File: config.mk
export PLATFORM = sky130hd
export DESIGN_NAME = load_rs_array
export DESIGN_NICKNAME = d
export VERILOG_FILES = /design/src/rtl/rv32i_types.sv /design/src/rtl/load_rs_slot.sv /design/src/rtl/load_rs_array.sv
export SDC_FILE = /design/constraint.sdc
export NUM_CORES = 2
export LEC_CHECK = 0
export BUFFER_PORTS_ARGS = -buffer_cell sky130_fd_sc_hd__clkbuf_2
export CORE_AREA = 4 4 388 199
export CTS_CLUSTER_DIAMETER = 100
export DETAILED_ROUTE_END_ITERATION = 6
export DIE_AREA = 0 0 392 203
export GPL_TIMING_DRIVEN = 0
export SLEW_MARGIN = 5
export SYNTH_ARGS = -nofsm -noshare
export SYNTH_HDL_FRONTEND = slang
export SYNTH_SLANG_ARGS = --single-unit
File: constraint.sdc
create_clock -name clk -period 19.25 [get_ports clk]
set_input_delay 1.925 -clock clk [delete_from_list [all_inputs] [get_ports clk]]
set_output_delay 1.925 -clock clk [all_outputs]
set_load 0.01 [all_outputs]
File: src/rtl/rv32i_types.sv
// Shared types for the load reservation station: slot states,
// the dispatched load bundle and the store-completion broadcast.
package rv32i_types;

    localparam int ROB_W    = 5;
    localparam int PREG_CNT = 64;
    localparam int PREG_W   = $clog2(PREG_CNT);

    typedef enum logic [1:0] {
        EMPTY,
        WAIT_FOR_STORE,
        WAIT_FOR_REG,
        READY
    } rs_state_t;

    typedef struct packed {
        logic [PREG_W-1:0] ps1_s;
        logic              has_store_dep;
        logic [ROB_W-1:0]  store_dependency;
        logic [ROB_W-1:0]  rob_num;
        logic [PREG_W-1:0] pd;
        logic [31:0]       imm;
        logic [2:0]        funct3;
    } load_rs_entry_t;

    typedef struct packed {
        logic             valid;
        logic [ROB_W-1:0] rob_num;
    } cdb_t;

    // Where a load lands given this cycle's store broadcast and reg readiness.
    function automatic rs_state_t resolve_state(
        input load_rs_entry_t      e,
        input logic [PREG_CNT-1:0] vreg,
        input cdb_t                cdb
    );
        if (e.has_store_dep && !(cdb.valid && cdb.rob_num == e.store_dependency))
            return WAIT_FOR_STORE;
        else if (!vreg[e.ps1_s])
            return WAIT_FOR_REG;
        else
            return READY;
    endfunction

endpackage

File: src/rtl/load_rs_slot.sv
// One load reservation slot: holds the load and walks it from
// store-dependency wait, through base-register wait, to ready.
module load_rs_slot
    import rv32i_types::*;
(
    input  logic                clk,
    input  logic                rst,
    input  logic                we,
    input  logic                clear,
    input  logic                issue_ack,
    input  logic [PREG_CNT-1:0] valid_reg,
    input  cdb_t                store_load_cdb,
    input  load_rs_entry_t      input_entry,
    output load_rs_entry_t      output_entry,
    output rs_state_t           state_o
);

    rs_state_t      state_q, state_d;
    load_rs_entry_t entry_q, entry_d;

    always_comb begin
        state_d = state_q;
        entry_d = entry_q;
        if (clear) begin
            state_d = EMPTY;
        end else if (we) begin
            entry_d = input_entry;
            state_d = resolve_state(input_entry, valid_reg, store_load_cdb);
        end else begin
            unique case (state_q)
                WAIT_FOR_STORE: state_d = resolve_state(entry_q, valid_reg, store_load_cdb);
                WAIT_FOR_REG:   if (valid_reg[entry_q.ps1_s]) state_d = READY;
                READY:          if (issue_ack) state_d = EMPTY;
                default:        state_d = state_q;
            endcase
        end
    end

    always_ff @(posedge clk) begin
        if (rst) begin
            state_q <= EMPTY;
            entry_q <= '0;
        end else begin
            state_q <= state_d;
            entry_q <= entry_d;
        end
    end

    assign output_entry = entry_q;
    assign state_o      = state_q;

endmodule

File: src/rtl/load_rs_array.sv
// Load reservation station: free-slot allocation, oldest-ready
// selection by ROB age relative to the head, and occupancy count.
module load_rs_array
    import rv32i_types::*;
#(
    parameter int NUM_ENTRIES   = 8,
    parameter int ROB_IDX_W     = ROB_W,
    parameter int NUM_PHYS_REGS = PREG_CNT
) (
    input  logic                             clk,
    input  logic                             rst,
    input  logic                             flush,
    input  logic                             dispatch_valid,
    input  load_rs_entry_t                   dispatch_entry,
    output logic                             dispatch_ready,
    input  logic [NUM_PHYS_REGS-1:0]         valid_reg,
    input  cdb_t                             store_load_cdb,
    input  logic [ROB_IDX_W-1:0]             rob_head,
    output logic                             issue_valid,
    output load_rs_entry_t                   issue_entry,
    input  logic                             issue_ready,
    output logic [$clog2(NUM_ENTRIES):0]     occupancy
);

    localparam int IDX_W = $clog2(NUM_ENTRIES);
    localparam int OCC_W = IDX_W + 1;

    rs_state_t            st  [NUM_ENTRIES];
    load_rs_entry_t       ent [NUM_ENTRIES];
    logic [ROB_IDX_W-1:0] age [NUM_ENTRIES];
    logic [NUM_ENTRIES-1:0] we, ack;

    logic             free_found, sel_found;
    logic [IDX_W-1:0] free_idx, sel_idx;
    logic [ROB_IDX_W-1:0] best_age;
    logic             acc_disp, acc_iss;
    logic [OCC_W-1:0] occ_q, occ_d;

    for (genvar i = 0; i < NUM_ENTRIES; i++) begin : g_slot
        assign we[i]  = acc_disp && !flush && free_idx == IDX_W'(i);
        assign ack[i] = acc_iss && sel_idx == IDX_W'(i);
        assign age[i] = ent[i].rob_num - rob_head;

        load_rs_slot u_slot (
            .clk            (clk),
            .rst            (rst),
            .we             (we[i]),
            .clear          (flush),
            .issue_ack      (ack[i]),
            .valid_reg      (valid_reg),
            .store_load_cdb (store_load_cdb),
            .input_entry    (dispatch_entry),
            .output_entry   (ent[i]),
            .state_o        (st[i])
        );
    end

    always_comb begin
        free_found = 1'b0;
        free_idx   = '0;
        for (int i = 0; i < NUM_ENTRIES; i++) begin
            if (!free_found && st[i] == EMPTY) begin
                free_found = 1'b1;
                free_idx   = IDX_W'(i);
            end
        end
    end

    // Strict less-than keeps the lowest slot index on an age tie.
    always_comb begin
        sel_found = 1'b0;
        sel_idx   = '0;
        best_age  = '0;
        for (int i = 0; i < NUM_ENTRIES; i++) begin
            if (st[i] == READY && (!sel_found || age[i] < best_age)) begin
                sel_found = 1'b1;
                sel_idx   = IDX_W'(i);
                best_age  = age[i];
            end
        end
    end

    assign dispatch_ready = free_found;
    assign issue_valid    = sel_found;
    assign issue_entry    = ent[sel_idx];
    assign acc_disp       = dispatch_valid && dispatch_ready;
    assign acc_iss        = issue_valid && issue_ready;

    always_comb begin
        occ_d = occ_q;
        if (flush)
            occ_d = '0;
        else if (acc_disp && !acc_iss)
            occ_d = occ_q + OCC_W'(1);
        else if (acc_iss && !acc_disp)
            occ_d = occ_q - OCC_W'(1);
    end

    always_ff @(posedge clk) begin
        if (rst) occ_q <= '0;
        else     occ_q <= occ_d;
    end

    assign occupancy = occ_q;

    always_ff @(posedge clk) begin
        if (!rst)
            assert (!(dispatch_valid && !dispatch_ready))
            else $warning("load_rs_array: dispatch into full array dropped");
    end

endmodule

======== Yosys cells after proc, flatten, opt, wreduce, memory -nomap -nowiden ========
Cells that the tools add are included.
cells by class
  add/subtract/negate cells ............... 10
  magnitude comparators ................... 17
  eq/ne operators ......................... 63
  mux-type cells .......................... 110
  bitwise logic cells ..................... 2
  reduce and logical (&&, ||, !) cells .... 122
operators with widths
  cell                count
  $bmux 58 s3         1
  $mux 58             2
  $mux 2              33
  $lt 6x7->1 const B  9
  $bmux 1 s6          9
  $logic_and 1x1->1   53
  $ne 3x1->1 const B  16
  $pmux 2 s3          8
  $eq 5x5->1          9
  $sub 5x5->5         8
  $mux 1              36
  $mux 3              12
  $lt 5x5->1          7
  $mux 5              7
  $eq 2x2->1 const B  16
  $reduce_bool 4->1   8
  $logic_not 1->1     26
  $eq 3x3->1 const B  8
  $reduce_and 3->1    8
  $eq 2x1->1 const B  8
  $logic_not 2->1     8
  $reduce_and 2->1    8
  $eq 3x2->1 const B  4
  $mux 4              2
  10 further kinds    18
storage, ports and cells
  register bits after elaboration ......... 484
  input port bits ......................... 138
  output and inout port bits .............. 64
  logic and storage cells ................. 389

======== Logic depth before layout (Yosys ltp) ========
  word-level depth ........................ 35
  mapped depth ............................ 71
  depth with buffers taken out ............ 67

======== Cells and area by module ========
A second synthesis with hierarchy kept.
second synthesis, totals
  cell total of the unflattened synthesis .. 4,154
  area total of the unflattened synthesis .. 34,062.7 um^2
modules (own cells, without submodules)
  module         times used  cells an instance  area an instance (um^2)  seq. area each (um^2)
  load_rs_slot   8           413                3,434.5                  1,201.2
  load_rs_array  1           850                6,586.3                  80.1

======== Worst setup path after synthesis ========
Ideal clock, no wire load.
  kind .................................... input-to-output
  start point ............................. input rob_head[1]
  end point ............................... output issue_entry[0] in the netlist's numbering
  data arrival time ....................... 14.464 ns
  required time ........................... 17.325 ns
  setup slack ............................. 2.861 ns
  stages .................................. 58
  path buffers ............................ 2
  path through ............................ inv_1 ha_1 nor2b_1 o21ai_0 a21boi_0 nor3_1 inv_1 ha_1 and4_1 o21a_1 o21ai_0 nand2_1 a31oi_1 ha_1 a21o_1 a2111oi_2 a32oi_1 o211ai_2 [... 22 more ...] ha_1 a21oi_1 o21ai_0 or2_2 o41ai_2 nand2_1 o21a_1 ha_1 o21ai_0 nor2_1 nor2_1 a32o_1 o21bai_1 o311ai_2 nand2_2 clkbuf_1 a31o_2 a32oi_1
RTL lines
  element          RTL line             source
  start, declared  load_rs_array.sv:18  input logic [ROB_IDX_W-1:0] rob_head,
  end, declared    load_rs_array.sv:20  output load_rs_entry_t issue_entry,

==> impl_metrics.env <==
export IMPL_synth_area_um2=29300
export IMPL_final_util_pct=44.6
export IMPL_ys_async_sr_fraction_pct=0
export IMPL_clkTransAtPathRegs_ns=0.06
export IMPL_endpoint="issue_entry[33]"
export IMPL_routed_wl_um=133000
export IMPL_ios=202
export IMPL_cts_tree="built"
export IMPL_power_leakage_nw=11.1
export IMPL_status="complete, no violations"
export IMPL_synthCells=3512
export IMPL_rr_startpoint="g_slot[0].u_slot.output_entry[41]"
export IMPL_clk_insertion_delay_late_ns=0.63
export IMPL_clockBufferDepth=3
export IMPL_worstSetupPathType="input port to output port"
export IMPL_root_buffer="clkbuf_16"
export IMPL_grtUsageTotal_pct=32.3
export IMPL_num_vias=29700
export IMPL_startpoint_type="input port"
export IMPL_n_fill_cell=7449
export IMPL_cp_slowest_cell="or4_1"
export IMPL_avgRoutedWirePerCell_um=28.2
export IMPL_worstSetupEndpointType="output port"
export IMPL_totalPowerFinal_mw=2.27
export IMPL_synthToLayoutAreaGrowth_pct=12.9
export IMPL_hold_path_class="flop to flop"
export IMPL_worstMarginPinSlew_ns=1.36
export IMPL_fmax_mhz=53.9
export IMPL_final_common_cell="nand2_1"
export IMPL_rsz0062_at_grt="no"
export IMPL_holdWs_ns=0.456
export IMPL_initial_utilization_pct=39.6
export IMPL_dr_pass1_iters=6
export IMPL_drv_cap=0
export IMPL_grt_start_max_net_pins=16
export IMPL_hpwlAfterDp_um=101000
export IMPL_wl_met3_um=24700
export IMPL_path_max_fanout=10
export IMPL_arrival_ns=16.61
export IMPL_nNetsFinal=3922
export IMPL_met1_length_um=58500
export IMPL_drv_slew=0
export IMPL_ant_nets=0
export IMPL_port_buffer_count=137
export IMPL_startpoint="rob_head[0]"
export IMPL_cts_buffers=47
export IMPL_most_common_layout_cells="1265 x nand2_1, 509 x a21oi_1, 484 x dfxtp_1, 236 x clkbuf_1, 189 x mux4_2"
export IMPL_gp_congestion=1.05
export IMPL_vdd_drop_max_uv=63.3
export IMPL_yosysWarnings=0
export IMPL_fin_crit_ns=18.54
export IMPL_overflow=0
export IMPL_cpMostUsedCell="ha_1"
export IMPL_slew_headroom_pct=9.25
export IMPL_synth_area_per_cell_um2=8.34
export IMPL_period_share_pct=96.3
export IMPL_num_rows=71
export IMPL_drt_iter0_markers=4851
export IMPL_power_density_nw_per_um2=68.6
export IMPL_hold_violations=0
export IMPL_via_per_inst=6.27
export IMPL_grt_pass1_wl_um=189000
export IMPL_post_route_drc_count=0
export IMPL_grt_pass1_vias=26100
export IMPL_synth_nets=3722
export IMPL_antenna_found_initial=5
export IMPL_top_layer="met5"
export IMPL_skew_ns=0.0299
export IMPL_synth_main_ff_cell="dfxtp_1"
export IMPL_timing_rr_end="g_slot[2].u_slot.state_o[0]"
export IMPL_core_area_um2=74100
export IMPL_die_area_um2=79600
export IMPL_timing_critical_path_required_ns=17.32
export IMPL_cts_hold_buf=0
export IMPL_dieWidth_um=392
export IMPL_met2_length_um=46200
export IMPL_clock_sinks=484
export IMPL_die_h_um=203
export IMPL_synth_edf_count=0
export IMPL_reg2reg_depth=63
export IMPL_drive_gt1_share_pct=19.3
export IMPL_cts_htree_levels=2
export IMPL_max_stage_delay_ns=0.53
export IMPL_synth_seq_cells=484
export IMPL_ys_seq_area_share_pct=33.1
export IMPL_final_setup_viol_count=0
export IMPL_reg2reg_slack_ns=4.89
export IMPL_yosysUniqueCellTypes=83
## synth_stat cells, types with 9 or more instances
| library cell | instances | area share (%) |
|---|---|---|
| a211oi_1 | 11 | 0.28 |
| a21o_1 | 19 | 0.49 |
| a21oi_1 | 510 | 8.7 |
| a221oi_1 | 14 | 0.42 |
| a221oi_2 | 48 | 2.5 |
| a31o_2 | 60 | 1.8 |
| a31oi_1 | 10 | 0.21 |
| a32oi_1 | 59 | 1.8 |
| and2_1 | 10 | 0.21 |
| buf_1 | 16 | 0.20 |
| buf_2 | 42 | 0.72 |
| buf_4 | 52 | 1.3 |
| buf_6 | 9 | 0.35 |
| clkbuf_1 | 230 | 2.9 |
| dfxtp_1 | 484 | 33 |
| fa_1 | 9 | 0.61 |
| ha_1 | 63 | 2.7 |
| inv_1 | 39 | 0.50 |
| mux2_2 | 10 | 0.38 |
| mux2_4 | 41 | 2.1 |
| mux2i_1 | 12 | 0.41 |
| mux4_2 | 189 | 15 |
| nand2_1 | 1266 | 16 |
| nand3_1 | 23 | 0.39 |
| nor2_1 | 36 | 0.46 |
| nor3_1 | 9 | 0.15 |
| nor4_1 | 9 | 0.19 |
| o21a_1 | 10 | 0.26 |
| o21ai_0 | 28 | 0.48 |
| xnor2_1 | 33 | 0.99 |
| xor2_1 | 46 | 1.4 |
## power by group
group	internal, mW	switching [mW]	leakage (nW)
registers	1.01	0.00674	3.90
logic	0.101	0.175	6.46
clock network	0.532	0.445	0.768
total	1.64	0.626	11.1
## per-layer routing
metal / vias to the layer above / global-route usage (%)
met4: 4 / 7.77
met2: 2388 / 37.7
li1: 12700 / -
met3: 276 / 16.3
met1: 14300 / 50.2
met5: - / 1.64
## timing repair
action	CTS	global route
setup buffers	6	7
hold endpoints to repair	0	0
pin swaps	1	3
resized for setup	12	25
setup endpoints to repair	58	58
## stage by stage
stage / setup WS (ns) / TNS (ns) / instance area, µm² / cells
2_1_floorplan: 2.86 / 0 / 29300 / 3512
3_3_place_gp: -1.03 / -44.68 / 31200 / 4634
3_5_place_dp: -1.03 / -45.49 / 31300 / 4636
4_1_cts: 0.00792 / 0 / 32900 / 4726
5_1_grt: 0.00842 / 0 / 33100 / 4736
6_report: 0.713 / 0 / 33100 / 4736
## critical path, delay by kind of cell
family | cells | cell delay, ns
AND/OR/NAND/NOR | 14 | 2.62
XOR/XNOR | 1 | 0.18
AO/OA/AOI/OAI | 31 | 7.45
buffers and inverters | 7 | 1.23
multiplexers | 1 | 0.25
adder cells (fa/ha/maj) | 9 | 2.88
## final cells by class
cell class | count | area (µm²) | area share (%)
multi-input cells | 2640 | 18000 | 54.4
flip-flops and latches | 484 | 9690 | 29.3
plain buffers | 348 | 1640 | 4.95
clock buffers | 67 | 1350 | 4.09
well taps | 985 | 1230 | 3.73
repair buffers | 152 | 818 | 2.47
clock inverters | 17 | 193 | 0.583
inverters | 39 | 150 | 0.454
diodes | 4 | 10.0 | 0.0303
## worst min-delay path by stage
stage                     slack [ns]                           endpoint  depth (start not counted)                               from
after floorplan                 0.43   g_slot[0].u_slot.output_entry[0]                          2   g_slot[0].u_slot.output_entry[0]
after global placement          0.44   g_slot[0].u_slot.output_entry[3]                          2   g_slot[0].u_slot.output_entry[3]
after detailed placement        0.45   g_slot[0].u_slot.output_entry[6]                          2   g_slot[0].u_slot.output_entry[6]
after CTS                       0.46  g_slot[1].u_slot.output_entry[40]                          2  g_slot[1].u_slot.output_entry[40]
after global routing            0.47  g_slot[1].u_slot.output_entry[38]                          2  g_slot[1].u_slot.output_entry[38]
final                           0.46  g_slot[5].u_slot.output_entry[17]                          2  g_slot[5].u_slot.output_entry[17]
## state kept, by name, summed over array words and instances, names as in the netlist
signal	flops
g_slot.u_slot.output_entry	464
occupancy	4
g_slot.u_slot.state_o	16
## logic make-up (layout without fill, tap and decap cells)
family	after synthesis	after routing	share of synthesized area, %
flops	484	484	33.1
other cells	0	4	0
xor+xnor	79	79	2.36
mux	260	260	17.7
simple gates	1401	1401	18.8
fa+ha+maj	72	72	3.30
compound gates	828	828	18.7
buf+inv	388	623	6.05
Power figures use the tool's default switching activity.
